File: config.mk
export PLATFORM = sky130hd
export DESIGN_NAME = rca16_seq_accumulator
export DESIGN_NICKNAME = d
export VERILOG_FILES = /design/src/rtl/rca_pkg.sv /design/src/rtl/RCA_16bit.sv /design/src/rtl/rca16_seq_accumulator.sv
export SDC_FILE = /design/constraint.sdc
export NUM_CORES = 1
export LEC_CHECK = 0
export CAP_MARGIN = 0
export CORE_MARGIN = 3
export CORE_UTILIZATION = 50
export DETAILED_ROUTE_END_ITERATION = 8
export DONT_BUFFER_PORTS = 1
export PLACE_DENSITY = 0.65
export SYNTH_ARGS = -nofsm -noshare
export SYNTH_HDL_FRONTEND = slang
export SYNTH_HIERARCHICAL = 1
export SYNTH_SLANG_ARGS = --single-unit
export TNS_END_PERCENT = 30
File: constraint.sdc
create_clock -name clk -period 8.2 [get_ports clk]
set_input_delay 0.41 -clock clk [delete_from_list [all_inputs] [get_ports clk]]
set_output_delay 0.41 -clock clk [all_outputs]
set_load 0.005 [all_outputs]
File: src/rtl/rca_pkg.sv
// Shared definitions for the RCA_16bit accumulator slice.
package rca_pkg;

  localparam int WIDTH             = 16;
  localparam int SETTLE_CYCLES_DEF = 2;
  localparam int CCNT_W_DEF        = 8;
  localparam int SETTLE_CNT_W      = 4;

  typedef enum logic [1:0] {
    IDLE   = 2'd0,
    SETTLE = 2'd1,
    DONE   = 2'd2
  } state_e;

endpackage

File: src/rtl/RCA_16bit.sv
// Combinational 16-bit ripple-carry adder built from a chain of full adders.
module RCA_16bit
  import rca_pkg::*;
(
  input  logic [WIDTH-1:0] a_i,
  input  logic [WIDTH-1:0] b_i,
  input  logic             cin_i,
  output logic [WIDTH-1:0] sum_o,
  output logic             cout_o
);

  logic [WIDTH:0] c;

  assign c[0] = cin_i;

  for (genvar i = 0; i < WIDTH; i++) begin : g_fa
    assign sum_o[i] = a_i[i] ^ b_i[i] ^ c[i];
    assign c[i+1]   = (a_i[i] & b_i[i]) | (c[i] & (a_i[i] ^ b_i[i]));
  end

  assign cout_o = c[WIDTH];

endmodule

File: src/rtl/rca16_seq_accumulator.sv
// Multi-operand accumulator feeding RCA_16bit: accumulator on A, operand on B,
// operand carry on cin. Each beat is held on the adder for SETTLE_CYCLES before
// the sum is committed; carry-outs are counted with saturation.
//
// state  | meaning
// IDLE   | ready for the next operand beat
// SETTLE | adder inputs held from registers, counting down to the commit cycle
// DONE   | group result presented, waiting for out_ready
module rca16_seq_accumulator
  import rca_pkg::*;
#(
  parameter int SETTLE_CYCLES = SETTLE_CYCLES_DEF,
  parameter int CCNT_W        = CCNT_W_DEF
) (
  input  logic              clk,
  input  logic              rst_n,
  input  logic              clr,
  input  logic              in_valid,
  output logic              in_ready,
  input  logic [WIDTH-1:0]  in_data,
  input  logic              in_cin,
  input  logic              in_last,
  output logic              out_valid,
  input  logic              out_ready,
  output logic [WIDTH-1:0]  out_sum,
  output logic [CCNT_W-1:0] out_carries,
  output logic              out_ovf
);

  localparam logic [SETTLE_CNT_W-1:0] CNT_LOAD = SETTLE_CNT_W'(SETTLE_CYCLES - 1);
  localparam logic [CCNT_W-1:0]       CCNT_MAX = {CCNT_W{1'b1}};
  localparam logic [CCNT_W-1:0]       CCNT_ONE = CCNT_W'(1);

  state_e                  state_q;
  logic [WIDTH-1:0]        acc_q;
  logic [WIDTH-1:0]        op_b_q;
  logic                    op_cin_q;
  logic                    op_last_q;
  logic [SETTLE_CNT_W-1:0] cnt_q;
  logic [CCNT_W-1:0]       carries_q;
  logic                    ovf_q;

  logic [WIDTH-1:0]        rca_sum;
  logic                    rca_cout;

  // Adder sees only registered values so the ripple chain is stable for the whole settle window.
  RCA_16bit u_rca (
    .a_i    (acc_q),
    .b_i    (op_b_q),
    .cin_i  (op_cin_q),
    .sum_o  (rca_sum),
    .cout_o (rca_cout)
  );

  // Sequencer: beat acceptance, settle countdown, commit, and result handoff.
  always_ff @(posedge clk or negedge rst_n) begin
    if (!rst_n) begin
      state_q   <= IDLE;
      acc_q     <= '0;
      op_b_q    <= '0;
      op_cin_q  <= 1'b0;
      op_last_q <= 1'b0;
      cnt_q     <= '0;
      carries_q <= '0;
      ovf_q     <= 1'b0;
    end else if (clr) begin
      state_q   <= IDLE;
      acc_q     <= '0;
      op_b_q    <= '0;
      op_cin_q  <= 1'b0;
      op_last_q <= 1'b0;
      cnt_q     <= '0;
      carries_q <= '0;
      ovf_q     <= 1'b0;
    end else begin
      case (state_q)
        IDLE: begin
          if (in_valid) begin
            op_b_q    <= in_data;
            op_cin_q  <= in_cin;
            op_last_q <= in_last;
            cnt_q     <= CNT_LOAD;
            state_q   <= SETTLE;
          end
        end
        SETTLE: begin
          if (cnt_q != '0) begin
            cnt_q <= cnt_q - SETTLE_CNT_W'(1);
          end else begin
            acc_q <= rca_sum;
            if (rca_cout) begin
              if (carries_q == CCNT_MAX) begin
                ovf_q <= 1'b1;
              end else begin
                carries_q <= carries_q + CCNT_ONE;
              end
            end
            state_q <= op_last_q ? DONE : IDLE;
          end
        end
        DONE: begin
          if (out_ready) begin
            acc_q     <= '0;
            carries_q <= '0;
            ovf_q     <= 1'b0;
            state_q   <= IDLE;
          end
        end
        default: state_q <= IDLE;
      endcase
    end
  end

  // Handshake flags decode straight from the state register; data outputs are the registers.
  assign in_ready    = (state_q == IDLE);
  assign out_valid   = (state_q == DONE);
  assign out_sum     = acc_q;
  assign out_carries = carries_q;
  assign out_ovf     = ovf_q;

endmodule

==> report_table.html, run 1 <==
<table>
<tr><th>Metric</th><th>Value</th></tr>
<tr><th colspan="2">Outcome</th></tr>
<tr><td>Result of the run</td><td>complete, no violations</td></tr>
<tr><th colspan="2">Logic synthesis</th></tr>
<tr><td>Primary flip-flop cell chosen by synthesis mapping</td><td>sky130_fd_sc_hd__dfrtp_1</td></tr>
<tr><td>Net count of the mapped netlist</td><td>between 300 and 400</td></tr>
<tr><td>Ys async rst share</td><td>1.00</td></tr>
<tr><td>Number of synthesized flops with an enable pin</td><td>0</td></tr>
<tr><td>Sequential fraction of the synthesis area</td><td>0.470</td></tr>
<tr><td>Gate count of the mapped netlist</td><td>between 200 and 300</td></tr>
<tr><td>Register bit count reported by yosys</td><td>approximately 50</td></tr>
<tr><td>Fraction of synthesized cell area taken by the top area cell type</td><td>0.470</td></tr>
<tr><td>Top-count cell post-synth</td><td>sky130_fd_sc_hd__nand2_1</td></tr>
<tr><td>Netlist Area Pre-Place</td><td>about 0.0026 mm^2</td></tr>
<tr><td>Distinct cell type count after synthesis</td><td>39</td></tr>
<tr><td>Post-Syn Area per Cell</td><td>between 9 and 10 um^2</td></tr>
<tr><td>Synth Warn #</td><td>6</td></tr>
<tr><td>Post-synth top cells</td><td>sky130_fd_sc_hd__nand2_1, sky130_fd_sc_hd__dfrtp_1, sky130_fd_sc_hd__a21oi_1, sky130_fd_sc_hd__o21ai_1, sky130_fd_sc_hd__fa_1</td></tr>
<tr><td>Biggest area contributors in the synthesized netlist</td><td>sky130_fd_sc_hd__dfrtp_1, sky130_fd_sc_hd__fa_1, sky130_fd_sc_hd__nand2_1</td></tr>
<tr><td>Cell taking the most area after synthesis</td><td>sky130_fd_sc_hd__dfrtp_1</td></tr>
<tr><th colspan="2">Timing</th></tr>
<tr><td>Max-slew violation count</td><td>0</td></tr>
<tr><td>Setup repair after global routing missed its margin</td><td>false</td></tr>
<tr><td>Worst hold-check slack</td><td>around 0.16 ns</td></tr>
<tr><td>Min Tclk post-route</td><td>between 7 and 8 ns</td></tr>
<tr><td>Share of the clock period used by the worst path</td><td>0.927</td></tr>
<tr><td>Max frequency</td><td>around 130 MHz</td></tr>
<tr><td>Clock skew</td><td>around 0.0075 ns</td></tr>
<tr><td>Final total negative setup slack</td><td>0 ns</td></tr>
<tr><td>Hold Violations, Final</td><td>0</td></tr>
<tr><td>Normalized max-slew margin</td><td>0.218</td></tr>
<tr><td>Worst-Margin Slew</td><td>1.17 ns</td></tr>
<tr><td>Final setup fails</td><td>0</td></tr>
<tr><th colspan="2">Place</th></tr>
<tr><td>Number of instances in the placed design</td><td>320</td></tr>
<tr><td>Input/output buffers</td><td>0</td></tr>
<tr><td>GPL Wtd Cong</td><td>roughly 0.81</td></tr>
<tr><td>DP HPWL</td><td>approximately 3600 um</td></tr>
<tr><th colspan="2">Critical path</th></tr>
<tr><td>End point of the critical path</td><td>out_carries[3]</td></tr>
<tr><td>Cell repeated most along the worst path</td><td>sky130_fd_sc_hd__fa_1</td></tr>
<tr><td>Max incr delay on CP</td><td>between 0.4 and 0.5 ns</td></tr>
<tr><td>CP arrival</td><td>between 7 and 8 ns</td></tr>
<tr><td>Crit path kind</td><td>reg -&gt; reg</td></tr>
<tr><td>Critical path's slowest cell</td><td>sky130_fd_sc_hd__fa_1</td></tr>
<tr><td>CP startpoint kind</td><td>flop</td></tr>
<tr><td>Worst-path maximum fanout</td><td>11</td></tr>
<tr><td>Worst r2r dst</td><td>out_carries[3]</td></tr>
<tr><td>Kind of capture point of the worst setup path</td><td>flop</td></tr>
<tr><td>Worst flop-to-flop path startpoint</td><td>out_sum[0]</td></tr>
<tr><td>Worst path required time</td><td>~8.4 ns</td></tr>
<tr><td>R2R depth</td><td>25</td></tr>
<tr><td>Reg-to-reg setup timing slack</td><td>0.60 ns</td></tr>
<tr><td>Timing startpoint of the critical path</td><td>out_sum[0]</td></tr>
<tr><th colspan="2">Detailed routing</th></tr>
<tr><td>Routed wire length</td><td>just over 5000 um</td></tr>
<tr><td>Detailed-route via count</td><td>around 1900</td></tr>
<tr><td>Count of TritonRoute iterations in the first routing pass</td><td>4</td></tr>
<tr><td>DR WL/cell</td><td>approximately 16 um</td></tr>
<tr><td>Post-DRT Antenna Nets</td><td>0</td></tr>
<tr><td>DR iter-0 viols</td><td>between 100 and 150</td></tr>
<tr><td>Drt via density</td><td>approximately 5.6</td></tr>
<tr><td>Post-detailed-route DRC marker count</td><td>0</td></tr>
<tr><th colspan="2">Power and ir drop</th></tr>
<tr><td>Total power</td><td>between 500 and 600 uW</td></tr>
<tr><td>Power Density</td><td>~190 mW/mm^2</td></tr>
<tr><td>IR Drop Worst-Case VDD</td><td>a little under 0.09 mV</td></tr>
<tr><td>Static leakage</td><td>roughly 1.3 nW</td></tr>
<tr><th colspan="2">Floorplanning</th></tr>
<tr><td>Die area</td><td>between 0.006 and 0.007 mm^2</td></tr>
<tr><td>Vertical die dimension</td><td>about 80 um</td></tr>
<tr><td>Row count</td><td>25</td></tr>
<tr><td>IO Count</td><td>50</td></tr>
<tr><td>Effective utilization at floorplan</td><td>0.535</td></tr>
<tr><td>Core area</td><td>0.00488 mm^2</td></tr>
<tr><td>Horiz. Die Dim</td><td>just under 80 um</td></tr>
<tr><th colspan="2">Clocking</th></tr>
<tr><td>Clock transition at the register clock pins on the worst setup and hold paths after CTS</td><td>~0.090 ns</td></tr>
<tr><td>Clock tree from TritonCTS</td><td>built</td></tr>
<tr><td>CTS H-tree lvls</td><td>2</td></tr>
<tr><td>Post-cts resize count</td><td>0</td></tr>
<tr><td>Clock root buffer</td><td>sky130_fd_sc_hd__clkbuf_8</td></tr>
<tr><td>Number of clock buffers inserted by TritonCTS</td><td>5</td></tr>
<tr><td>Clock Latency Late Sink</td><td>0.30 ns</td></tr>
<tr><td>Clock sinks</td><td>49</td></tr>
<tr><td>Number of buffers between clock root and the deepest sink</td><td>2</td></tr>
<tr><th colspan="2">Global routing</th></tr>
<tr><td>Maximum number of pins on one net before global-route repair</td><td>50</td></tr>
<tr><td>Total routing usage reported by global routing</td><td>0.192</td></tr>
<tr><td>Via count of the first global-routing pass</td><td>slightly below 2000</td></tr>
<tr><td>Global route total overflow</td><td>0</td></tr>
<tr><td>First-pass GRT wire length</td><td>a little over 9000 um</td></tr>
<tr><td>Initial antenna violation count</td><td>0</td></tr>
<tr><th colspan="2">Worst hold path</th></tr>
<tr><td>Hold WC Path Type</td><td>in -&gt; reg</td></tr>
<tr><td>Hold depth</td><td>1</td></tr>
<tr><td>Beginning of the worst hold path</td><td>clr</td></tr>
<tr><th colspan="2">Final layout</th></tr>
<tr><td>Number of inserted diodes</td><td>0</td></tr>
<tr><td>Layout cells sized above 1</td><td>0.0646</td></tr>
<tr><td>Area delta synth-&gt;final</td><td>5.75%</td></tr>
<tr><td>Post-Layout Cell Count</td><td>330</td></tr>
<tr><td>Net count, final</td><td>between 300 and 400</td></tr>
<tr><th colspan="2">Flow run</th></tr>
<tr><td>Max-capacitance violation count</td><td>0</td></tr>
</table>
layer usage:
metal | wire (um) | vias to the layer above | track usage
met1 | 2270 | 912 | 0.254
met5 | 0 | - | 0
met4 | 42 | 0 | 0.0507
li1 | - | 885 | -
met2 | 2510 | 56 | 0.313
met3 | 372 | 4 | 0.0562
layout by cell type (no fill, tap or decap), drive strengths merged, types with 2 or more instances in the layout:
master / n
a21oi: 18
xor2: 2
clkbuf: 5
nor2: 13
ha: 3
o21ai: 18
dfrtp: 49
and2: 2
nor2b: 3
a211oi: 2
or3b: 2
fa: 16
a32o: 5
inv: 13
a221oi: 2
a211o: 5
nor3: 5
clkinv: 2
buf: 3
nand4: 2
nand2: 72
nand3: 5
critical path, delay by kind of cell, from the launching register on:
kind | cells | cell delay [ns]
adder cells (fa/ha/maj) | 16 | 5.83
AND/OR/NAND/NOR | 2 | 0.27
AO/OA/AOI/OAI | 2 | 0.47
buffers and inverters | 5 | 0.47
flip-flops | 1 | 0.43
cells by family (layout without fill, tap and decap cells):
logic type | Yosys count | in the layout | share of synthesized area
AOI/OAI and AO/OA | 56 | 56 | 0.141
adders and majority gates | 19 | 19 | 0.137
buffers and inverters | 29 | 25 | 0.0517
and+or+nand+nor | 111 | 111 | 0.190
muxes | 1 | 1 | 0.00431
xor gates and xnor gates | 2 | 2 | 0.00671
DFF | 49 | 49 | 0.470
where the power goes:
part           internal (mW)  total (mW)  switching [mW]
logic                 0.0343      0.0850          0.0507
clock network         0.0590       0.138          0.0792
registers              0.264       0.294          0.0299
total                  0.358       0.517           0.160
per-stage QoR:
step,instance area [um^2],setup slack [ns],utilization
2_1_floorplan,2610,1.00,-
3_3_place_gp,2640,0.781,0.541
3_5_place_dp,2640,0.618,0.541
4_1_cts,2760,0.608,0.566
5_1_grt,2760,0.300,0.566
6_report,2760,0.598,0.566
final cells by class:
cell class / count / area, um^2
Fill cell: 444 / 2120
Inverter: 13 / 48.8
Sequential cell: 49 / 1230
Clock inverter: 3 / 17.5
Multi-Input combinational cell: 189 / 1260
Clock buffer: 5 / 68.8
Timing Repair Buffer: 4 / 52.6
Tap cell: 67 / 83.8
how the worst min path moves through the flow:
stage,to,slack [ns]
2_1_floorplan,cnt_q[0],0.11
3_3_place_gp,out_carries[3],0.12
3_5_place_dp,out_carries[7],0.12
4_1_cts,op_b_q[7],0.15
5_1_grt,op_b_q[5],0.15
6_report,op_b_q[7],0.16
what timing repair did:
item	CTS	global route
buffers inserted	0	0
hold buffers	2	0
endpoints found under the hold margin	49	0
registers in the layout, indices dropped and copies added, names as in the netlist:
signal,flops
out_carries,8
out_ovf,1
op_last_q,1
state_q,2
out_sum,16
cnt_q,4
op_cin_q,1
op_b_q,16
Power figures use the tool's default switching activity.
==> run 2, diff against run 1 <==
--- a/config.mk
+++ b/config.mk
@@ -7,10 +7,10 @@
 export LEC_CHECK = 0
 export CAP_MARGIN = 0
 export CORE_MARGIN = 3
-export CORE_UTILIZATION = 50
+export CORE_UTILIZATION = 60
 export DETAILED_ROUTE_END_ITERATION = 8
 export DONT_BUFFER_PORTS = 1
-export PLACE_DENSITY = 0.65
+export PLACE_DENSITY = 0.76
 export SYNTH_ARGS = -nofsm -noshare
 export SYNTH_HDL_FRONTEND = slang
 export SYNTH_HIERARCHICAL = 1
==> run 2 against run 1 <==
- first-iteration DRC count is 48% higher
- flip-flop and latch count stayed put
- cell count is 5.5% lower
- critical endpoint is now out_carries[7]
- largest cell class unchanged
- largest power group unchanged
==> report_table.html, run 2 (synthesis gave the netlist of run 1 again) <==
<table>
<tr><th>Metric</th><th>Value</th></tr>
<tr><th colspan="2">Critical path</th></tr>
<tr><td>Cell family contributing the most delay on the critical path</td><td>adder cells</td></tr>
<tr><td>Worst Path Buf+Inv</td><td>5 (unchanged)</td></tr>
<tr><td>Worst-path maximum fanout</td><td>11 (unchanged)</td></tr>
<tr><td>Kind of capture point of the worst setup path</td><td>flop</td></tr>
<tr><td>Worst path required time</td><td>8.39 ns (about the same)</td></tr>
<tr><td>Critical path's slowest cell</td><td>sky130_fd_sc_hd__dfrtp_1</td></tr>
<tr><td>Crit path kind</td><td>reg -&gt; reg</td></tr>
<tr><td>CP startpoint kind</td><td>flop</td></tr>
<tr><td>Cell repeated most along the worst path</td><td>sky130_fd_sc_hd__fa_1</td></tr>
<tr><td>CP arrival</td><td>7.75 ns (-0.04 ns)</td></tr>
<tr><td>Max incr delay on CP</td><td>0.44 ns (about the same)</td></tr>
<tr><th colspan="2">Power and ir drop</th></tr>
<tr><td>IR Drop Worst-Case VDD</td><td>0.129 mV (+45%)</td></tr>
<tr><td>Total power</td><td>546 uW (+5.5%)</td></tr>
<tr><td>Power Density</td><td>198 mW/mm^2 (+5.7%)</td></tr>
<tr><td>Static leakage</td><td>1.27 nW (+0.80%)</td></tr>
<tr><th colspan="2">Clocking</th></tr>
<tr><td>CTS H-tree lvls</td><td>2 (unchanged)</td></tr>
<tr><td>Number of clock buffers inserted by TritonCTS</td><td>5 (unchanged)</td></tr>
<tr><td>Post-cts resize count</td><td>0 (unchanged)</td></tr>
<tr><td>Clock transition at the register clock pins on the worst setup and hold paths after CTS</td><td>0.08 ns (about the same)</td></tr>
<tr><td>Clock root buffer</td><td>sky130_fd_sc_hd__clkbuf_8</td></tr>
<tr><td>Clock tree from TritonCTS</td><td>built</td></tr>
<tr><td>Number of buffers between clock root and the deepest sink</td><td>2 (unchanged)</td></tr>
<tr><td>Clock sinks</td><td>49 (unchanged)</td></tr>
<tr><td>Clock Latency Late Sink</td><td>0.30 ns (about the same)</td></tr>
<tr><th colspan="2">Timing</th></tr>
<tr><td>Clock skew</td><td>0.00457 ns (-0.00289 ns)</td></tr>
<tr><td>Max frequency</td><td>132 MHz (+0.54%)</td></tr>
<tr><td>Hold Violations, Final</td><td>0 (unchanged)</td></tr>
<tr><td>Max-slew violation count</td><td>0 (unchanged)</td></tr>
<tr><td>Final setup fails</td><td>0 (unchanged)</td></tr>
<tr><td>Worst-Margin Slew</td><td>1.16 ns (-0.00963 ns)</td></tr>
<tr><td>Min Tclk post-route</td><td>7.56 ns (-0.0406 ns)</td></tr>
<tr><td>Share of the clock period used by the worst path</td><td>0.922 (-0.00495)</td></tr>
<tr><td>Normalized max-slew margin</td><td>0.224 (+0.00559)</td></tr>
<tr><td>Worst Slack Setup Final</td><td>0.638 ns (+0.0406 ns)</td></tr>
<tr><td>Final total negative setup slack</td><td>0 ns (unchanged)</td></tr>
<tr><td>Setup repair after global routing missed its margin</td><td>false</td></tr>
<tr><th colspan="2">Detailed routing</th></tr>
<tr><td>Count of TritonRoute iterations in the first routing pass</td><td>4 (unchanged)</td></tr>
<tr><td>DR WL/cell</td><td>16.5 um (+4.8%)</td></tr>
<tr><td>Post-DRT Antenna Nets</td><td>0 (unchanged)</td></tr>
<tr><td>Post-detailed-route DRC marker count</td><td>0 (unchanged)</td></tr>
<tr><td>Drt via density</td><td>5.89 (+4.7%)</td></tr>
<tr><td>Routed wire length</td><td>5150 um (-0.94%)</td></tr>
<tr><td>Detailed-route via count</td><td>1838 (-1.0%)</td></tr>
<tr><td>DR iter-0 viols</td><td>179 (+48%)</td></tr>
<tr><th colspan="2">Final layout</th></tr>
<tr><td>Layout filler cell count</td><td>318 (-28%)</td></tr>
<tr><td>Number of inserted diodes</td><td>0 (unchanged)</td></tr>
<tr><td>Most frequent cells in the layout</td><td>sky130_fd_sc_hd__nand2_1, sky130_fd_sc_hd__dfrtp_1, sky130_fd_sc_hd__o21ai_1, sky130_fd_sc_hd__a21oi_1, sky130_fd_sc_hd__fa_1</td></tr>
<tr><td>Post-Layout Cell Count</td><td>312 (-5.5%)</td></tr>
<tr><td>Sequential cell area</td><td>0.00123 mm^2 (unchanged)</td></tr>
<tr><td>Layout cells sized above 1</td><td>0.0611 (-0.00357)</td></tr>
<tr><td>Net count, final</td><td>304 (unchanged)</td></tr>
<tr><td>Most common cell after layout, fill and taps aside</td><td>sky130_fd_sc_hd__nand2_1</td></tr>
<tr><td>Total area of multi-input combinational cells</td><td>0.00126 mm^2 (unchanged)</td></tr>
<tr><td>Area delta synth-&gt;final</td><td>5.61%</td></tr>
<tr><th colspan="2">Global routing</th></tr>
<tr><td>Via count of the first global-routing pass</td><td>1831 (-4.9%)</td></tr>
<tr><td>Maximum number of pins on one net before global-route repair</td><td>50 (unchanged)</td></tr>
<tr><td>Global route total overflow</td><td>0 (unchanged)</td></tr>
<tr><td>Initial antenna violation count</td><td>0 (unchanged)</td></tr>
<tr><td>Total routing usage reported by global routing</td><td>0.221 (+0.0284)</td></tr>
<tr><td>First-pass GRT wire length</td><td>8930 um (-4.0%)</td></tr>
<tr><th colspan="2">Floorplanning</th></tr>
<tr><td>Effective utilization at floorplan</td><td>0.639 (+0.104)</td></tr>
<tr><td>Core area</td><td>0.00409 mm^2 (-16%)</td></tr>
<tr><td>Horiz. Die Dim</td><td>72.0 um (-8.0%)</td></tr>
<tr><td>IO Count</td><td>50 (unchanged)</td></tr>
<tr><td>Row count</td><td>23 (-8.0%)</td></tr>
<tr><td>Vertical die dimension</td><td>72.0 um (-8.0%)</td></tr>
<tr><td>Die area</td><td>0.00518 mm^2 (-15%)</td></tr>
<tr><th colspan="2">Place</th></tr>
<tr><td>GPL Wtd Cong</td><td>0.760 (-5.7%)</td></tr>
<tr><td>DP HPWL</td><td>3550 um (-0.59%)</td></tr>
<tr><td>Worst Setup Slack post-DPL</td><td>0.681 ns (+0.0630 ns)</td></tr>
<tr><td>Number of instances in the placed design</td><td>303 (-5.3%)</td></tr>
<tr><td>Input/output buffers</td><td>0 (unchanged)</td></tr>
<tr><th colspan="2">Worst hold path</th></tr>
<tr><td>Hold WC Path Type</td><td>in -&gt; reg</td></tr>
<tr><th colspan="2">Flow run</th></tr>
<tr><td>Max-capacitance violation count</td><td>0 (unchanged)</td></tr>
<tr><th colspan="2">Outcome</th></tr>
<tr><td>Result of the run</td><td>complete, no violations</td></tr>
</table>
-- run 2: changes by cell type in the layout (fill, tap and decap cells not counted), sizes merged --
| cell | delta |
|---|---|
| bufinv | +1 |
| clkinv | -1 |
| clkinvlp | -1 |
-- run 2: worst paths after layout --
check	startpoint	endpoint	slack [ns]	cells past startpoint
max	out_sum[0]	out_carries[7]	0.64	25
min	clr	op_b_q[11]	0.17	1
max reg2reg	out_sum[0]	out_carries[7]	0.64	25
min reg2reg	cnt_q[0]	cnt_q[0]	0.52	1
max in group asynchronous	rst_n	cnt_q[0]	7.36	2
min in group asynchronous	rst_n	out_carries[6]	0.62	2
-- run 2: cell type report --
type | count | area share
clock buffer | 5 | 0.0250
clock inverter | 2 | 0.0127
inverter | 13 | 0.0177
multi-input combinational | 189 | 0.458
sequential | 49 | 0.445
tap | 50 | 0.0227
timing repair buffer | 4 | 0.0191
-- run 2: worst reg2reg max path, cell delays in order (launching register included) --
cell and delay, ns:
sky130_fd_sc_hd__dfrtp_1 0.44, sky130_fd_sc_hd__fa_1 0.45, sky130_fd_sc_hd__inv_1 0.08, sky130_fd_sc_hd__fa_1 0.17, sky130_fd_sc_hd__inv_1 0.06, sky130_fd_sc_hd__fa_1 0.38
sky130_fd_sc_hd__fa_1 0.39, sky130_fd_sc_hd__fa_1 0.39, sky130_fd_sc_hd__fa_1 0.39, sky130_fd_sc_hd__fa_1 0.39, sky130_fd_sc_hd__fa_1 0.40, sky130_fd_sc_hd__fa_1 0.39
sky130_fd_sc_hd__fa_1 0.39, sky130_fd_sc_hd__fa_1 0.38, sky130_fd_sc_hd__fa_1 0.40, sky130_fd_sc_hd__fa_1 0.39, sky130_fd_sc_hd__fa_1 0.38, sky130_fd_sc_hd__fa_1 0.37
sky130_fd_sc_hd__inv_1 0.08, sky130_fd_sc_hd__fa_1 0.16, sky130_fd_sc_hd__inv_1 0.04, sky130_fd_sc_hd__and3b_1 0.18, sky130_fd_sc_hd__a221oi_2 0.24, sky130_fd_sc_hd__buf_4 0.21
sky130_fd_sc_hd__nor2_2 0.10, sky130_fd_sc_hd__a32o_1 0.23
-- run 2: layer usage --
layer  track usage  routed length [um]  up-vias
met5             0                   0        -
li1              -                   -      885
met2         0.348                2480       56
met3        0.0596                 318        5
met4        0.0585                  40        0
met1         0.307                2310      892
-- run 2: what timing repair did --
| item | 4_1_cts | 5_1_grt |
|---|---|---|
| hold endpoints to repair | 49 | 0 |
| buffers inserted | 0 | 0 |
| hold buffers | 2 | 0 |
| setup endpoints to repair | 0 | 0 |
-- run 2: stage by stage --
step	area, um^2	hold WS [ns]	util
global route	2760	0.149	0.675
finish	2760	0.167	0.675
global placement	2620	0.116	0.640
detailed placement	2620	0.116	0.640
CTS	2760	0.151	0.675
floorplan	2610	0.114	-
-- run 2: power by group --
group	total, mW	switching [mW]	leakage (nW)	internal, mW
sequential	0.294	0.0294	0.664	0.264
clock	0.165	0.0766	0.0540	0.0887
combinational	0.0869	0.0521	0.551	0.0349
total	0.546	0.158	1.27	0.388
==> run 3, diff against run 2 <==
--- a/config.mk
+++ b/config.mk
@@ -6,8 +6,9 @@
 export NUM_CORES = 1
 export LEC_CHECK = 0
 export CAP_MARGIN = 0
-export CORE_MARGIN = 3
+export CORE_MARGIN = 8
 export CORE_UTILIZATION = 60
+export CTS_CLUSTER_DIAMETER = 100
 export DETAILED_ROUTE_END_ITERATION = 8
 export DONT_BUFFER_PORTS = 1
 export PLACE_DENSITY = 0.76
==> run 3 against run 2 <==
- global-route usage decreased by 4.2 points
- clock skew up 0.0012 ns
- flip-flop and latch count is the same
- hold slack better by 0.0034 ns
- combinational power down 1%
- design area down 0.77%
- highest routed layer unchanged
==> report_table.html, run 3 (synthesis gave the netlist of run 1 again) <==
<table>
<tr><th>Metric</th><th>Value</th></tr>
<tr><th colspan="2">Outcome</th></tr>
<tr><td>Result of the run</td><td>complete, no violations</td></tr>
<tr><th colspan="2">Clocking</th></tr>
<tr><td>Clock root buffer</td><td>sky130_fd_sc_hd__clkbuf_8</td></tr>
<tr><td>Clock transition at the register clock pins on the worst setup and hold paths after CTS</td><td>0.09 ns (about the same)</td></tr>
<tr><td>Number of buffers between clock root and the deepest sink</td><td>2 (unchanged)</td></tr>
<tr><td>Clock sinks</td><td>49 (unchanged)</td></tr>
<tr><td>CTS H-tree lvls</td><td>2 (unchanged)</td></tr>
<tr><td>Clock Latency Late Sink</td><td>0.30 ns (about the same)</td></tr>
<tr><td>Hold buffer count at CTS</td><td>2 (unchanged)</td></tr>
<tr><td>Number of buffers inserted to repair setup after CTS</td><td>0 (unchanged)</td></tr>
<tr><td>Number of clock buffers inserted by TritonCTS</td><td>5 (unchanged)</td></tr>
<tr><td>Clock tree from TritonCTS</td><td>built</td></tr>
<tr><td>Post-cts resize count</td><td>0 (unchanged)</td></tr>
<tr><th colspan="2">Power and ir drop</th></tr>
<tr><td>Static leakage</td><td>1.25 nW (-1.1%)</td></tr>
<tr><td>Internal Pwr Total</td><td>360 uW (-7.2%)</td></tr>
<tr><td>Net switching fraction of the power</td><td>0.306 (+0.0168)</td></tr>
<tr><td>Power Density</td><td>190 mW/mm^2 (-4.3%)</td></tr>
<tr><td>Combinational share of power</td><td>0.166 (+0.007)</td></tr>
<tr><td>Sequential share of power</td><td>0.568 (+0.030)</td></tr>
<tr><td>Net Switching</td><td>159 uW (+0.54%)</td></tr>
<tr><td>Clock group share of total power</td><td>0.267 (-0.036)</td></tr>
<tr><td>IR Drop Worst-Case VDD</td><td>0.0893 mV (-31%)</td></tr>
<tr><th colspan="2">Critical path</th></tr>
<tr><td>Crit path kind</td><td>reg -&gt; reg</td></tr>
<tr><td>Kind of capture point of the worst setup path</td><td>flop</td></tr>
<tr><td>Worst path required time</td><td>8.38 ns (about the same)</td></tr>
<tr><td>CP arrival</td><td>7.72 ns (-0.03 ns)</td></tr>
<tr><td>Worst-path maximum fanout</td><td>11 (unchanged)</td></tr>
<tr><td>CP startpoint kind</td><td>flop</td></tr>
<tr><th colspan="2">Worst hold path</th></tr>
<tr><td>Hold WC Path Type</td><td>in -&gt; reg</td></tr>
<tr><th colspan="2">Detailed routing</th></tr>
<tr><td>DR iter-0 viols</td><td>113 (-37%)</td></tr>
<tr><td>Count of TritonRoute iterations in the first routing pass</td><td>4 (unchanged)</td></tr>
<tr><td>Detailed-route via count</td><td>1837 (-0.054%)</td></tr>
<tr><td>DR WL/cell</td><td>17.1 um (+3.7%)</td></tr>
<tr><td>Post-detailed-route DRC marker count</td><td>0 (unchanged)</td></tr>
<tr><td>Drt via density</td><td>5.83 (-1.0%)</td></tr>
<tr><td>Post-DRT Antenna Nets</td><td>0 (unchanged)</td></tr>
<tr><td>Routed wire length</td><td>5390 um (+4.7%)</td></tr>
<tr><th colspan="2">Global routing</th></tr>
<tr><td>Layer with the highest usage</td><td>met2</td></tr>
<tr><td>Grt met2 use</td><td>0.282 (-0.0662)</td></tr>
<tr><td>Via count of the first global-routing pass</td><td>1928 (+5.3%)</td></tr>
<tr><td>Global route total overflow</td><td>0 (unchanged)</td></tr>
<tr><td>GR Util met1</td><td>0.233 (-0.0742)</td></tr>
<tr><td>Maximum number of pins on one net before global-route repair</td><td>50 (unchanged)</td></tr>
<tr><td>Grt met3 use</td><td>0.0470 (-0.0125)</td></tr>
<tr><td>Total routing usage reported by global routing</td><td>0.179 (-0.0421)</td></tr>
<tr><td>Initial antenna violation count</td><td>0 (unchanged)</td></tr>
<tr><td>First-pass GRT wire length</td><td>9290 um (+4.0%)</td></tr>
<tr><th colspan="2">Place</th></tr>
<tr><td>GPL Wtd Cong</td><td>0.778 (+2.4%)</td></tr>
<tr><td>Number of instances in the placed design</td><td>305 (+0.66%)</td></tr>
<tr><td>Worst Setup Slack post-DPL</td><td>0.682 ns (+0.00129 ns)</td></tr>
<tr><td>DP HPWL</td><td>3790 um (+6.6%)</td></tr>
<tr><td>Total placed instance area</td><td>0.00262 mm^2 (about the same)</td></tr>
<tr><td>Input/output buffers</td><td>0 (unchanged)</td></tr>
<tr><th colspan="2">Flow run</th></tr>
<tr><td>Max-capacitance violation count</td><td>0 (unchanged)</td></tr>
<tr><th colspan="2">Final layout</th></tr>
<tr><td>Most common cell after layout, fill and taps aside</td><td>sky130_fd_sc_hd__nand2_1</td></tr>
<tr><td>Number of inserted diodes</td><td>0 (unchanged)</td></tr>
<tr><td>Layout cells sized above 1</td><td>0.0532 (-0.00784)</td></tr>
<tr><td>Net count, final</td><td>304 (unchanged)</td></tr>
<tr><td>Layout filler cell count</td><td>361 (+14%)</td></tr>
<tr><td>Post-Layout Cell Count</td><td>315 (+0.96%)</td></tr>
<tr><td>Area delta synth-&gt;final</td><td>4.79%</td></tr>
<tr><td>Post-layout util</td><td>0.642 (-0.0331)</td></tr>
<tr><td>Design area</td><td>0.00274 mm^2 (-0.77%)</td></tr>
<tr><td>Most frequent cells in the layout</td><td>sky130_fd_sc_hd__nand2_1, sky130_fd_sc_hd__dfrtp_1, sky130_fd_sc_hd__o21ai_1, sky130_fd_sc_hd__a21oi_1, sky130_fd_sc_hd__fa_1</td></tr>
<tr><th colspan="2">Timing</th></tr>
<tr><td>Final total negative setup slack</td><td>0 ns (unchanged)</td></tr>
<tr><td>Min Tclk post-route</td><td>7.53 ns (-0.0303 ns)</td></tr>
<tr><td>Worst-Margin Slew</td><td>1.16 ns (-0.00159 ns)</td></tr>
<tr><td>Share of the clock period used by the worst path</td><td>0.918 (-0.00369)</td></tr>
<tr><td>Worst Slack Setup Final</td><td>0.669 ns (+0.0303 ns)</td></tr>
<tr><td>Hold Violations, Final</td><td>0 (unchanged)</td></tr>
<tr><td>Clock skew</td><td>0.00576 ns (+0.00119 ns)</td></tr>
<tr><td>Max frequency</td><td>133 MHz (+0.40%)</td></tr>
<tr><td>Normalized max-slew margin</td><td>0.226 (+0.00189)</td></tr>
<tr><td>Final setup fails</td><td>0 (unchanged)</td></tr>
<tr><td>Setup repair after global routing missed its margin</td><td>false</td></tr>
<tr><td>Max-slew violation count</td><td>0 (unchanged)</td></tr>
<tr><th colspan="2">Floorplanning</th></tr>
<tr><td>IO Count</td><td>50 (unchanged)</td></tr>
<tr><td>Die area</td><td>0.00672 mm^2 (+30%)</td></tr>
<tr><td>Core area</td><td>0.00426 mm^2 (+4.3%)</td></tr>
<tr><td>Horiz. Die Dim</td><td>82.0 um (+14%)</td></tr>
<tr><td>Row count</td><td>24 (+4.3%)</td></tr>
<tr><td>Vertical die dimension</td><td>82.0 um (+14%)</td></tr>
<tr><td>Effective utilization at floorplan</td><td>0.612 (-0.0266)</td></tr>
</table>
run 3: cell count changes in the layout (fill, tap and decap cells not counted), sizes merged:
cell	delta
clkbuf	+3
bufinv	-1
clkinv	-1
run 3: cell type report:
type                       count  area [um^2]  share of cell area
clock buffer                   8         80.1              0.0293
inverter                      13         48.8              0.0178
multi-input combinational    189         1260               0.462
sequential                    49         1230               0.448
tap                           52         65.1              0.0238
timing repair buffer           4         52.6              0.0192
run 3: stage by stage:
stage	hold slack (ns)	total power, mW
6_report	0.171	0.519
5_1_grt	0.160	0.550
4_1_cts	0.159	0.521
3_5_place_dp	0.116	0.381
3_3_place_gp	0.116	0.376
2_1_floorplan	0.114	0.360
run 3: worst paths after layout:
kind                       slack, ns  startpoint              to  cells after the start
min                             0.17         clr      op_b_q[10]                      1
max reg2reg                     0.67  out_sum[0]  out_carries[4]                     25
max                             0.67  out_sum[0]  out_carries[4]                     25
max in group asynchronous       7.37       rst_n      out_sum[1]                      2
min in group asynchronous       0.62       rst_n  out_carries[7]                      2
min reg2reg                     0.51    cnt_q[0]        cnt_q[0]                      1
run 3: critical path, stage by stage (launching register included):
cell and delay (ns):
sky130_fd_sc_hd__dfrtp_1 0.43, sky130_fd_sc_hd__fa_1 0.43, sky130_fd_sc_hd__inv_1 0.09, sky130_fd_sc_hd__fa_1 0.17, sky130_fd_sc_hd__inv_1 0.05, sky130_fd_sc_hd__fa_1 0.40
sky130_fd_sc_hd__fa_1 0.40, sky130_fd_sc_hd__fa_1 0.39, sky130_fd_sc_hd__fa_1 0.38, sky130_fd_sc_hd__fa_1 0.38, sky130_fd_sc_hd__fa_1 0.38, sky130_fd_sc_hd__fa_1 0.40
sky130_fd_sc_hd__fa_1 0.39, sky130_fd_sc_hd__fa_1 0.38, sky130_fd_sc_hd__fa_1 0.39, sky130_fd_sc_hd__fa_1 0.39, sky130_fd_sc_hd__fa_1 0.38, sky130_fd_sc_hd__fa_1 0.36
sky130_fd_sc_hd__inv_1 0.07, sky130_fd_sc_hd__fa_1 0.16, sky130_fd_sc_hd__inv_1 0.04, sky130_fd_sc_hd__and3b_1 0.18, sky130_fd_sc_hd__a221oi_2 0.23, sky130_fd_sc_hd__buf_4 0.21
sky130_fd_sc_hd__nor2_2 0.09, sky130_fd_sc_hd__a32o_1 0.23
run 3: power by group through the flow:
| stage | Clock, mW | Sequential, mW | Combinational [mW] |
|---|---|---|---|
| 3_5_place_dp | 0 | 0.301 | 0.0797 |
| 6_report | 0.138 | 0.295 | 0.0859 |
| 3_3_place_gp | 0 | 0.300 | 0.0761 |
| 5_1_grt | 0.147 | 0.301 | 0.102 |
| 4_1_cts | 0.138 | 0.296 | 0.0871 |
| 2_1_floorplan | 0 | 0.292 | 0.0683 |
run 3: layer usage:
layer,vias up,share of wire
met3,4,0.066
met4,0,0.0035
li1,883,-
met1,904,0.45
met2,46,0.48
met5,-,0
